==> config.mk <==
export PLATFORM = sky130hd
export DESIGN_NAME = pc_fetch_flat
export DESIGN_NICKNAME = d
export VERILOG_FILES = /design/src/rtl/pc_fetch_pkg.sv /design/src/rtl/pc_fetch_if.sv /design/src/rtl/pc_redirect.sv /design/src/rtl/pc_fetch.sv /design/src/flat_wrapper.sv
export SDC_FILE = /design/constraint.sdc
export NUM_CORES = 1
export LEC_CHECK = 0
export CAP_MARGIN = 20
export CORE_UTILIZATION = 35
export CTS_BUF_LIST = sky130_fd_sc_hd__clkbuf_4
export DETAILED_ROUTE_END_ITERATION = 10
export PLACE_DENSITY_LB_ADDON = 0.25
export SLEW_MARGIN = 40
export SYNTH_ARGS = -nofsm -noshare
export SYNTH_HDL_FRONTEND = slang
export SYNTH_SLANG_ARGS = --single-unit
==> constraint.sdc <==
create_clock -name clk -period 7 [get_ports clk]
set_input_delay 1.4 -clock clk [delete_from_list [all_inputs] [get_ports clk]]
set_output_delay 1.4 -clock clk [all_outputs]
set_load 0.01 [all_outputs]
==> src/rtl/pc_fetch_pkg.sv <==
// Shared constants and types for the instruction-fetch stage.
package pc_fetch_pkg;
    localparam int ADDR_W = 32;
    localparam int DATA_W = 32;
    localparam logic [ADDR_W-1:0] RESET_VEC = 32'hBFC0_0000;

    typedef enum logic [1:0] {
        BOOT  = 2'd0,
        FETCH = 2'd1,
        HOLD  = 2'd2,
        DRAIN = 2'd3
    } fetch_state_t;

    typedef struct packed {
        logic              vld;
        logic [ADDR_W-1:0] tgt;
    } redir_t;
endpackage

==> src/rtl/pc_fetch_if.sv <==
// Instruction bus between the fetch stage (master) and instruction memory (slave).
interface pc_fetch_if;
    import pc_fetch_pkg::*;

    logic              ibus_req;
    logic [ADDR_W-1:0] ibus_addr;
    logic              ibus_ready;
    logic [DATA_W-1:0] ibus_rdata;

    modport master (output ibus_req, ibus_addr, input ibus_ready, ibus_rdata);
    modport slave  (input ibus_req, ibus_addr, output ibus_ready, ibus_rdata);
endinterface

==> src/rtl/pc_redirect.sv <==
// Pending-redirect register: remembers a flush or taken branch until the
// fetch stage is able to apply it, with flush taking priority over branch.
module pc_redirect
    import pc_fetch_pkg::*;
(
    input  logic              clk,
    input  logic              rst,
    input  logic              flush,
    input  logic [ADDR_W-1:0] flush_pc,
    input  logic              br_flag,
    input  logic [ADDR_W-1:0] br_addr,
    input  logic              consume,
    output redir_t            redir
);
    logic              pend_vld;
    logic              pend_flush;
    logic [ADDR_W-1:0] pend_tgt;

    // Effective target includes this cycle's request so it can be used at once.
    always_comb begin
        redir = '0;
        if (flush) begin
            redir.vld = 1'b1;
            redir.tgt = flush_pc;
        end else if (pend_vld && pend_flush) begin
            redir.vld = 1'b1;
            redir.tgt = pend_tgt;
        end else if (br_flag) begin
            redir.vld = 1'b1;
            redir.tgt = br_addr;
        end else if (pend_vld) begin
            redir.vld = 1'b1;
            redir.tgt = pend_tgt;
        end
    end

    always_ff @(posedge clk or posedge rst) begin
        if (rst) begin
            pend_vld   <= 1'b0;
            pend_flush <= 1'b0;
            pend_tgt   <= '0;
        end else if (consume) begin
            pend_vld   <= 1'b0;
            pend_flush <= 1'b0;
        end else if (flush) begin
            pend_vld   <= 1'b1;
            pend_flush <= 1'b1;
            pend_tgt   <= flush_pc;
        end else if (br_flag && !(pend_vld && pend_flush)) begin
            pend_vld   <= 1'b1;
            pend_flush <= 1'b0;
            pend_tgt   <= br_addr;
        end
    end
endmodule

==> src/rtl/pc_fetch.sv <==
// Instruction-fetch stage: drives the instruction bus, buffers a word across
// IF/ID stalls, and applies branch/flush redirects without abandoning a bus cycle.
module pc_fetch
    import pc_fetch_pkg::*;
(
    input  logic              clk,
    input  logic              rst,
    input  logic              stall,
    input  logic              flush,
    input  logic [ADDR_W-1:0] flush_pc,
    input  logic              br_flag,
    input  logic [ADDR_W-1:0] br_addr,
    pc_fetch_if.master        ibus,
    output logic [ADDR_W-1:0] if_pc,
    output logic [ADDR_W-1:0] if_pcp4,
    output logic [DATA_W-1:0] if_inst,
    output logic              if_stallreq
);
    fetch_state_t      state;
    logic [ADDR_W-1:0] pc;
    logic [DATA_W-1:0] buf_inst;
    logic              req_q;
    logic              if_valid;
    logic              consume;
    logic [ADDR_W-1:0] adv_pc;
    redir_t            redir;

    pc_redirect u_redirect (
        .clk      (clk),
        .rst      (rst),
        .flush    (flush),
        .flush_pc (flush_pc),
        .br_flag  (br_flag),
        .br_addr  (br_addr),
        .consume  (consume),
        .redir    (redir)
    );

    // A pending redirect is applied exactly when the pc advances.
    always_comb begin
        consume = 1'b0;
        case (state)
            BOOT:  consume = 1'b1;
            FETCH: consume = ibus.ibus_ready && (flush || !stall);
            HOLD:  consume = flush || !stall;
            DRAIN: consume = ibus.ibus_ready;
        endcase
    end

    assign adv_pc         = redir.vld ? redir.tgt : pc + 32'd4;
    assign ibus.ibus_req  = req_q;
    assign ibus.ibus_addr = pc;
    assign if_stallreq    = (state != HOLD) && !if_valid;

    always_ff @(posedge clk or posedge rst) begin
        if (rst) begin
            state    <= BOOT;
            pc       <= RESET_VEC;
            req_q    <= 1'b0;
            buf_inst <= '0;
            if_valid <= 1'b0;
            if_pc    <= '0;
            if_pcp4  <= '0;
            if_inst  <= '0;
        end else begin
            case (state)
                BOOT: begin
                    state <= FETCH;
                    req_q <= 1'b1;
                    pc    <= redir.vld ? redir.tgt : RESET_VEC;
                end
                FETCH: begin
                    if (flush) begin
                        if_valid <= 1'b0;
                        if_pc    <= '0;
                        if_pcp4  <= '0;
                        if_inst  <= '0;
                        // Outstanding request must complete before redirecting.
                        if (ibus.ibus_ready) pc <= adv_pc;
                        else                 state <= DRAIN;
                    end else if (ibus.ibus_ready && !stall) begin
                        if_valid <= 1'b1;
                        if_pc    <= pc;
                        if_pcp4  <= pc + 32'd4;
                        if_inst  <= ibus.ibus_rdata;
                        pc       <= adv_pc;
                    end else if (ibus.ibus_ready) begin
                        buf_inst <= ibus.ibus_rdata;
                        req_q    <= 1'b0;
                        state    <= HOLD;
                    end else if (!stall) begin
                        if_valid <= 1'b0;
                        if_inst  <= '0;
                    end
                end
                HOLD: begin
                    if (flush) begin
                        if_valid <= 1'b0;
                        if_pc    <= '0;
                        if_pcp4  <= '0;
                        if_inst  <= '0;
                        pc       <= adv_pc;
                        req_q    <= 1'b1;
                        state    <= FETCH;
                    end else if (!stall) begin
                        if_valid <= 1'b1;
                        if_pc    <= pc;
                        if_pcp4  <= pc + 32'd4;
                        if_inst  <= buf_inst;
                        pc       <= adv_pc;
                        req_q    <= 1'b1;
                        state    <= FETCH;
                    end
                end
                DRAIN: begin
                    if (flush) begin
                        if_valid <= 1'b0;
                        if_pc    <= '0;
                        if_pcp4  <= '0;
                        if_inst  <= '0;
                    end
                    if (ibus.ibus_ready) begin
                        pc    <= adv_pc;
                        state <= FETCH;
                    end
                end
            endcase
        end
    end
endmodule

==> src/flat_wrapper.sv <==
// flat-port wrapper written by rule: the top's interface ports become plain ports
module pc_fetch_flat import pc_fetch_pkg::*;
  (clk, rst, stall, flush, flush_pc, br_flag, br_addr, if_pc, if_pcp4, if_inst, if_stallreq, ibus_ibus_req, ibus_ibus_addr, ibus_ibus_ready, ibus_ibus_rdata);
  pc_fetch_if ibus_i ();
  input  logic clk;
  input  logic rst;
  input  logic stall;
  input  logic flush;
  input  logic [ADDR_W-1:0] flush_pc;
  input  logic br_flag;
  input  logic [ADDR_W-1:0] br_addr;
  output logic [ADDR_W-1:0] if_pc;
  output logic [ADDR_W-1:0] if_pcp4;
  output logic [DATA_W-1:0] if_inst;
  output logic if_stallreq;
  output wire logic [$bits(ibus_i.ibus_req)-1:0] ibus_ibus_req;
  output wire logic [$bits(ibus_i.ibus_addr)-1:0] ibus_ibus_addr;
  input wire logic [$bits(ibus_i.ibus_ready)-1:0] ibus_ibus_ready;
  input wire logic [$bits(ibus_i.ibus_rdata)-1:0] ibus_ibus_rdata;
  assign ibus_ibus_req = ibus_i.ibus_req;
  assign ibus_ibus_addr = ibus_i.ibus_addr;
  assign ibus_i.ibus_ready = ibus_ibus_ready;
  assign ibus_i.ibus_rdata = ibus_ibus_rdata;
  pc_fetch u_core (.clk(clk), .rst(rst), .stall(stall), .flush(flush), .flush_pc(flush_pc), .br_flag(br_flag), .br_addr(br_addr), .ibus(ibus_i), .if_pc(if_pc), .if_pcp4(if_pcp4), .if_inst(if_inst), .if_stallreq(if_stallreq));
endmodule
==> results.sh, run 1 <==
export IMPL_antenna_left=0
export IMPL_postCtsHoldBufs=0
export IMPL_class_of_the_most_critical_setup_path="input pin to register"
export IMPL_run_status="completed"
export IMPL_finalWorstPathRequiredPeriod_ps=3650
export IMPL_yosysTopAreaCellShare=0.441
export IMPL_design_portCount=232
export IMPL_total_routing_usage_gr=0.213
export IMPL_synth_distinct_cells=78
export IMPL_number_of_warnings_reported_in_the_yosys_synthesis_log=0
export IMPL_cts_tree="done"
export IMPL_final_period_utilization=0.521
export IMPL_dp_hpwl_um=23100
export IMPL_place_ws_ps=2780
export IMPL_syn_cell_area_um2=10600
export IMPL_core_area_um2=29700
export IMPL_synth_area_leaders="sky130_fd_sc_hd__dfrtp_1 44%, sky130_fd_sc_hd__nand2_1 6.8%, sky130_fd_sc_hd__o21ai_0 6.3%, sky130_fd_sc_hd__mux2i_1 4.1%, sky130_fd_sc_hd__mux2_2 3.7%"
export IMPL_cpMaxStageDelayCell="sky130_fd_sc_hd__nand3_1"
export IMPL_synthFlopType="sky130_fd_sc_hd__dfrtp_1"
export IMPL_r2r_start="u_core.state[1]"
export IMPL_combinational_cell_fraction_of_total_power=0.502
export IMPL_switching_share=0.446
export IMPL_max_slew_worst_pin_slew_ps=853
export IMPL_hold_violation_total_from_the_final_report=0
export IMPL_yosysTopAreaCell="sky130_fd_sc_hd__dfrtp_1"
export IMPL_path_buf_inv=2
export IMPL_synth_seq_area_share=0.463
export IMPL_end_kind="register"
export IMPL_clock_tree_buffer_depth=2
export IMPL_synth_enable_flop_cells=0
export IMPL_root_buf_cell="sky130_fd_sc_hd__clkbuf_4"
export IMPL_slew_headroom=0.430
export IMPL_syn_nets=1267
export IMPL_largest_driver_fanout_on_the_critical_path=34
export IMPL_ys_ff_latch=196
export IMPL_cpPeakStageDelay_ps=800
export IMPL_worst_ir_drop_vdd_v=0.000282
export IMPL_insertion_delay_ps=600
export IMPL_drc_viols=0
export IMPL_worst_hold_startpoint="u_core.if_pc[22]"
export IMPL_static_leakage_power_uw=0.00535
export IMPL_total_number_of_clock_tree_sinks=196
export IMPL_portion_of_total_power_attributed_to_the_clock_network=0.114
export IMPL_timing_fmax_mhz=274
export IMPL_cp_required_ps=7500
export IMPL_detailroute_via_count=9444
export IMPL_finalWirelength_um=32900
export IMPL_grt_pass1_vias=8722
export IMPL_rows=63
export IMPL_h_tree_depth=4
export IMPL_drt_iter0_markers=731
export IMPL_power_net_switching_uw=2540
export IMPL_overflow=0
export IMPL_setup_violations_final=0
export IMPL_hold_path_class="register to register"
export IMPL_avg_wl_per_cell_um=19.1
export IMPL_crit_path_start="ibus_ibus_ready"
export IMPL_die_height_um=176
export IMPL_die_x_um=176
export IMPL_grt_start_max_net_pins=149
export IMPL_cellInternalPower_uw=3150
export IMPL_worst_path_arrival_ps=4150
export IMPL_postCtsResizedCells=0
export IMPL_drive_above_1_share=0.0947
export IMPL_worst_setup_path_start_kind="input pin"
export IMPL_synth_avg_cell_area_um2=9.15
export IMPL_setup_slack_ps=3350
export IMPL_drv_slew=0
export IMPL_numCtsBuffers=17
export IMPL_design_final_nets=1424
export IMPL_start_util=0.357
export IMPL_clkTransAtPathRegs_ps=170
export IMPL_antenna_found_initial=1
export IMPL_cap_viol_max_count=0
export IMPL_gpl_final_weighted_congestion=0.910
export IMPL_synth_cells=1160
export IMPL_synthArstFlopShare=1.00
export IMPL_timing_critical_path_cells="clkdlybuf4s50_1, buf_4, nor2_1, a2bb2oi_4, nand3_1, o21ai_0"
export IMPL_timing_critical_path_max_delay_family="simple AND/OR/NAND/NOR gates"
export IMPL_vias_per_cell=5.49
export IMPL_die_area_um2=31000
export IMPL_power_density_cell_area_nw_per_um2=424
export IMPL_cts_post_setup_buffers_inserted=0
export IMPL_firstDrtPassIters=6
export IMPL_fin_setup_tns_ps=0
export IMPL_register_share_of_total_power=0.384
export IMPL_synth_to_final_area_change_pct=26.6
export IMPL_worst_clock_skew_ps=35.5
export IMPL_io_buffers=231
export IMPL_rsz_0062_raised_after_global_routing="false"
export IMPL_first_pass_grt_wire_length_um=51400
==> cells in the mapped netlist, drive strengths merged (11+ instances only) <==
cell type / n
dfrtp: 187
buf: 62
nand2: 193
nand3: 25
mux2i: 43
a31oi: 11
a21oi: 68
nor4: 13
nor2: 70
o21ai: 136
inv: 16
nor3: 25
xnor2: 14
a22oi: 34
mux2: 35
clkbuf: 45
o31ai: 12
==> registers in the layout, summed over array words and instances, names as in the netlist <==
register                      cells
u_core.u_redirect.pend_flush      1
u_core.state                      2
u_core.if_inst                   32
u_core.buf_inst                  32
u_core.if_pcp4                   32
u_core.if_pc                     30
u_core.if_valid                   1
u_core.ibus.ibus_req              1
u_core.ibus.ibus_addr            32
u_core.u_redirect.pend_tgt       32
u_core.u_redirect.pend_vld        1
==> worst reg2reg max path, stage by stage (launching register included) <==
cell                        delay [ps]
sky130_fd_sc_hd__dfrtp_1           440
sky130_fd_sc_hd__inv_1              80
sky130_fd_sc_hd__ha_1              390
sky130_fd_sc_hd__nor2_1            400
sky130_fd_sc_hd__a2bb2oi_4         550
sky130_fd_sc_hd__nand3_1           800
sky130_fd_sc_hd__o21ai_0           390
==> logic make-up after synthesis <==
group	after synthesis	share of synthesized area
multiplexers	78	0.0777
buffers and inverters	124	0.0526
AND/OR/NAND/NOR	374	0.166
adder cells (fa/ha/maj)	5	0.00589
flip-flops	196	0.463
XOR/XNOR	24	0.0198
AO/OA/AOI/OAI	359	0.215
==> layout by cell type, fill, tap and decap left out, types with 7 or more instances in the layout <==
cell type / netlist / final
sky130_fd_sc_hd__a211oi_1: 9 / 9
sky130_fd_sc_hd__dfrtp_1: 187 / 187
sky130_fd_sc_hd__a22oi_1: 34 / 34
sky130_fd_sc_hd__clkdlybuf4s50_1: 0 / 230
sky130_fd_sc_hd__nor2b_1: 8 / 7
sky130_fd_sc_hd__o31ai_1: 12 / 12
sky130_fd_sc_hd__a21oi_1: 68 / 68
sky130_fd_sc_hd__xnor2_1: 14 / 14
sky130_fd_sc_hd__mux2_2: 35 / 35
sky130_fd_sc_hd__nor3_1: 22 / 22
sky130_fd_sc_hd__nor4_1: 8 / 8
sky130_fd_sc_hd__a221oi_1: 8 / 8
sky130_fd_sc_hd__clkinv_8: 0 / 8
sky130_fd_sc_hd__nand4_1: 8 / 8
sky130_fd_sc_hd__a221o_1: 8 / 8
sky130_fd_sc_hd__mux2i_1: 43 / 43
sky130_fd_sc_hd__o22ai_1: 8 / 8
sky130_fd_sc_hd__a31oi_1: 11 / 11
sky130_fd_sc_hd__nor2_1: 69 / 67
sky130_fd_sc_hd__dfstp_2: 9 / 9
sky130_fd_sc_hd__o211ai_1: 9 / 9
sky130_fd_sc_hd__nand2_1: 193 / 192
sky130_fd_sc_hd__xor2_1: 10 / 10
sky130_fd_sc_hd__inv_1: 16 / 15
sky130_fd_sc_hd__buf_4: 7 / 14
sky130_fd_sc_hd__clkbuf_4: 0 / 17
sky130_fd_sc_hd__nand3_1: 22 / 22
sky130_fd_sc_hd__o21ai_0: 133 / 133
sky130_fd_sc_hd__a32oi_1: 7 / 7
==> metrics by stage <==
stage	util	area [um2]	instances	power [uW]	hold slack (ps)
3_3_place_gp	0.440	13100	1687	4980	461
3_5_place_dp	0.441	13100	1687	5060	470
6_report	0.452	13400	1721	5690	502
5_1_grt	0.452	13400	1721	6120	523
4_1_cts	0.452	13400	1719	5710	511
2_1_floorplan	-	10600	1160	3800	446
==> metal layers <==
layer / GRT usage / vias up / wire [um]
li1: - / 4490 / -
met2: 0.303 / 355 / 14200
met3: 0.0512 / 25 / 2680
met5: 0 / - / 0
met4: 0.0547 / 0 / 367
met1: 0.320 / 4574 / 15600
==> final cells by class <==
cell class,count,area (um2)
Timing Repair Buffer,245,2420
Inverter,17,80.1
Fill cell,2916,16300
Clock inverter,15,189
Tap cell,390,488
Multi-Input combinational cell,840,5220
Antenna cell,1,2.50
Clock buffer,17,128
Sequential cell,196,4920
==> final timing paths <==
check / end / slack, ps / cells after the start
worst max-delay path: u_core.if_pcp4[23] / 3350 / 6
worst min-delay path: u_core.if_pc[22] / 500 / 2
worst max register to register: u_core.if_pcp4[23] / 3850 / 6
worst min register to register: u_core.if_pc[22] / 500 / 2
max in group asynchronous: u_core.if_pc[23] / 4440 / 3
min in group asynchronous: u_core.u_redirect.pend_tgt[10] / 1380 / 2
==> power by group through the flow <==
stage                     Clock, uW  Combinational [uW]  Sequential [uW]
final                           649                2860             2180
after global routing            709                3150             2260
after CTS                       668                2870             2180
after detailed placement          0                2860             2200
after global placement            0                2790             2190
after floorplan                   0                1690             2110
Note: power is estimated with default switching activity, not from simulation.
==> inputs of run 2 (changes only) <==
Clock period 7 ns to 3.48 ns, I/O delays scaled along.
==> results.sh, run 2 (synthesis results as in run 1) <==
export IMPL_hold_path_class="register to register"
export IMPL_slew_headroom=0.500
export IMPL_run_status="completed"
export IMPL_io_buffers=231
export IMPL_core_area_um2=29700
export IMPL_detailroute_via_count=9438
export IMPL_place_ws_ps=373
export IMPL_worst_clock_skew_ps=20.0
export IMPL_postCtsHoldBufs=0
export IMPL_die_area_um2=31000
export IMPL_antenna_found_initial=1
export IMPL_post_dp_cell_area_um2=13300
export IMPL_clkTransAtPathRegs_ps=160
export IMPL_class_of_the_most_critical_setup_path="register to primary output"
export IMPL_setup_slack_ps=578
export IMPL_grt_start_max_net_pins=130
export IMPL_clock_tree_buffer_depth=2
export IMPL_cts_tree="done"
export IMPL_dp_hpwl_um=24100
export IMPL_start_util=0.357
export IMPL_layout_cells_most_common="sky130_fd_sc_hd__clkdlybuf4s50_1"
export IMPL_cp_required_ps=2780
export IMPL_timing_fmax_mhz=345
export IMPL_largest_driver_fanout_on_the_critical_path=12
export IMPL_end_kind="primary output"
export IMPL_finalWirelength_um=32900
export IMPL_firstDrtPassIters=5
export IMPL_cpPeakStageDelay_ps=520
export IMPL_hold_violation_total_from_the_final_report=0
export IMPL_drt_iter0_markers=862
export IMPL_first_pass_grt_wire_length_um=51500
export IMPL_setup_violations_final=0
export IMPL_overflow=0
export IMPL_h_tree_depth=4
export IMPL_total_routing_usage_gr=0.215
export IMPL_cts_post_setup_buffers_inserted=0
export IMPL_drive_above_1_share=0.109
export IMPL_static_leakage_power_uw=0.00544
export IMPL_grt_pass1_vias=8853
export IMPL_drv_slew=0
export IMPL_postCtsResizedCells=0
export IMPL_leading_cell_types_in_the_layout_fill_and_taps_excluded="230 x sky130_fd_sc_hd__clkdlybuf4s50_1, 192 x sky130_fd_sc_hd__nand2_1, 187 x sky130_fd_sc_hd__dfrtp_1, 133 x sky130_fd_sc_hd__o21ai_0, 68 x sky130_fd_sc_hd__nor2_1"
export IMPL_design_portCount=232
export IMPL_die_height_um=176
export IMPL_gpl_final_weighted_congestion=0.846
export IMPL_numCtsBuffers=17
export IMPL_rsz_0062_raised_after_global_routing="false"
export IMPL_cpMaxStageDelayCell="sky130_fd_sc_hd__clkdlybuf4s50_1"
export IMPL_root_buf_cell="sky130_fd_sc_hd__clkbuf_4"
export IMPL_die_x_um=176
export IMPL_power_density_cell_area_nw_per_um2=854
export IMPL_insertion_delay_ps=600
export IMPL_fin_setup_tns_ps=0
export IMPL_worst_setup_path_start_kind="register"
export IMPL_design_final_nets=1445
export IMPL_timing_critical_path_cells="inv_1, ha_1, nor2_1, clkdlybuf4s50_1"
export IMPL_worst_path_arrival_ps=2210
export IMPL_avg_wl_per_cell_um=18.9
export IMPL_rows=63
export IMPL_vias_per_cell=5.42
export IMPL_total_number_of_clock_tree_sinks=196
export IMPL_synth_to_final_area_change_pct=28.1
export IMPL_finalWorstPathRequiredPeriod_ps=2900
export IMPL_drc_viols=0
export IMPL_design_area_um2=13600
export IMPL_final_period_utilization=0.834
export IMPL_final_core_utilization=0.458
export IMPL_antenna_left=0
export IMPL_cap_viol_max_count=0
export IMPL_max_slew_worst_pin_slew_ps=750
export IMPL_worst_ir_drop_vdd_v=0.000364
## run 2: cell types whose count changed in the layout (fill, tap and decap cells not counted), moves of 3 or more
cell                         change
sky130_fd_sc_hd__clkinvlp_4      +5
sky130_fd_sc_hd__buf_4          +19
sky130_fd_sc_hd__bufinv_16       +3
sky130_fd_sc_hd__clkinv_8        -8
sky130_fd_sc_hd__buf_12          +3
## run 2: per-layer routing
metal | wire, um | GRT usage | vias to the layer above
li1 | - | - | 4546
met1 | 15800 | 0.322 | 4548
met2 | 14500 | 0.312 | 317
met3 | 2140 | 0.0422 | 27
met4 | 463 | 0.0591 | 0
met5 | 0 | 0 | -
## run 2: layout make-up
type,instances,area (um2)
Fill cell,2880,16100
Multi-Input combinational cell,840,5210
Sequential cell,196,4920
Timing Repair Buffer,266,2610
Tap cell,390,488
Clock inverter,13,175
Clock buffer,18,135
Inverter,17,67.6
Antenna cell,1,2.50
## run 2: critical path: cells and delay by family (launching register included)
kind / cells / cell delay [ps]
DFF: 1 / 430
adders and majority gates: 1 / 460
and+or+nand+nor: 1 / 90
buffers and inverters: 2 / 630
## run 2: worst paths after layout
check / from / end / slack (ps) / depth (start not counted)
setup / recovery: u_core.state[0] / if_stallreq / 580 / 4
hold / removal: u_core.if_pc[4] / u_core.if_pc[4] / 500 / 2
setup reg to reg: u_core.state[1] / u_core.if_pcp4[5] / 660 / 7
hold reg to reg: u_core.if_pc[4] / u_core.if_pc[4] / 500 / 2
max in group asynchronous: rst / u_core.if_pcp4[13] / 2250 / 3
min in group asynchronous: rst / u_core.u_redirect.pend_tgt[14] / 520 / 3
## run 2: stage by stage
step | hold WS (ps) | cells | total power (uW)
detailed placement | 469 | 1709 | 10300
global route | 513 | 1741 | 12500
CTS | 504 | 1740 | 11700
finish | 495 | 1741 | 11600
global placement | 460 | 1709 | 10200
floorplan | 446 | 1160 | 7640
## run 2: power breakdown
part / internal, uW / total, uW / switching [uW]
clock network: 515 / 1360 / 844
logic: 2740 / 5900 / 3170
registers: 3370 / 4360 / 992
==> edit (config.mk and constraints of run 1) <==
Make the reset (`rst`) synchronous in 2 clocked blocks.
--- a/src/rtl/pc_redirect.sv
+++ b/src/rtl/pc_redirect.sv
@@ -34,7 +34,7 @@
         end
     end
 
-    always_ff @(posedge clk or posedge rst) begin
+    always_ff @(posedge clk) begin
         if (rst) begin
             pend_vld   <= 1'b0;
             pend_flush <= 1'b0;
--- a/src/rtl/pc_fetch.sv
+++ b/src/rtl/pc_fetch.sv
@@ -52,7 +52,7 @@
     assign ibus.ibus_addr = pc;
     assign if_stallreq    = (state != HOLD) && !if_valid;
 
-    always_ff @(posedge clk or posedge rst) begin
+    always_ff @(posedge clk) begin
         if (rst) begin
             state    <= BOOT;
             pc       <= RESET_VEC;
Function: not settled (the Yosys comparison gave no result); the edit may change what the design does.
==> edit against run 1 <==
  * Sequential cell count stayed put
  * Via count decreased by 2.8%
  * Synthesized area decreased by 13%
  * Setup slack worse by 0.13 ns
  * First-iteration DRC count rose by 5.1%
  * Cell area decreased by 11%
  * Clock skew up 0.011 ns
  * Utilization rose by 1.8 points
  * Wire length down 5.9%
  * Largest cell class unchanged
Power is not compared: it rests on default switching activity, and its combinational part moved more than twofold at a synthesized area within 25%.
==> edit: results (changes against run 1) <==
[grt]
track_usage_pct=22.34  ; +1.0 points
grt_pass1_wl_um=46790  ; -9.0%
grt_max_degree=70  ; -53%
gr-usage-met3_pct=3.687  ; -1.4 points
first_global_vias=8436  ; -3.3%
grtUsageMet1_pct=28.65  ; -3.3 points
grtUsageMet2_pct=37.11  ; +6.8 points

[setup_path]
critPathArrivalTime_ns=4.28  ; +0.13 ns
cp-endpoint=u_core.u_redirect.pend_tgt[11]$_SDFFE_PP0P_
reg2reg_to=u_core.ibus.ibus_addr[22]$_SDFFE_PP1P_
critical_path.max_stage_delay_ns=0.67  ; -0.13 ns
crit_family=buffers and inverters
cpMaxStageDelayCell=a21oi_4
worstPathMaxFanout=33  ; -2.9%
reg2reg_from=u_core.ibus.ibus_addr[3]$_SDFFE_PP0P_

[routing]
drtPass1Iterations=5  ; -1
drtIter0Drc=768  ; +5.1%
wl_per_cell_um=19.02  ; -0.60%
wl_met3_um=1921  ; -28%
routed-via-count=9175  ; -2.8%
drt_wl_total_um=31000  ; -5.9%

[finish]
finalNetCount=1389  ; -2.5%

[place]
gp_congestion=0.8594  ; -5.6%

[logic_synthesis]
yosysSeqAreaShare_pct=42.63  ; -3.7 points
yosys.cell_types.count=69  ; -12%
ys.flop_type=dfxtp_1
synth-compound-area-share_pct=28.38  ; +6.9 points
synthTopCellsByCount=196 x dfxtp_1, 146 x nor2_1, 135 x nand2_1
async_flop_share_pct=0  ; -100 points
synthMuxAreaShare_pct=2.284  ; -5.5 points
synthAdderAreaFrac_pct=0.1359  ; -0.45 points
ys_top_cells_by_area=dfxtp_1 43%, a22oi_1 6.4%, nor2_1 6.0%
syn_nets=1233  ; -2.7%

[pwr]
finalPower_mw=2.397

[min_path]
min-delay-start=u_core.buf_inst[16]$_SDFFE_PP0P_
hold_end=u_core.buf_inst[16]$_SDFFE_PP0P_

[timing]
whs_ns=0.4649  ; -0.03659 ns
fin_skew_ns=0.04655  ; +0.01100 ns
fin_crit_ns=3.772  ; +0.1262 ns

[run_status]
status=complete, no violations

## edit: cell types whose count changed after synthesis, moves of 35 or more
| cell | before | now |
|---|---|---|
| a22oi_1 | 34 | 78 |
| a211oi_1 | 9 | 59 |
| dfrtp_1 | 187 | 0 |
| mux2_2 | 35 | 0 |
| dfxtp_1 | 0 | 196 |
| buf_2 | 47 | 7 |
| nand2_1 | 193 | 135 |
| o21ai_0 | 133 | 50 |
| nor2_1 | 69 | 146 |
| clkbuf_1 | 45 | 90 |
## edit: area by class of cell
type,instances,area (um2)
Fill cell,2499,13500
Multi-Input combinational cell,812,4836
Sequential cell,196,3924
Timing Repair Buffer,248,2432
Tap cell,330,412.9
Clock inverter,15,197.7
Clock buffer,17,127.6
Inverter,11,41.29
Antenna cell,1,2.502
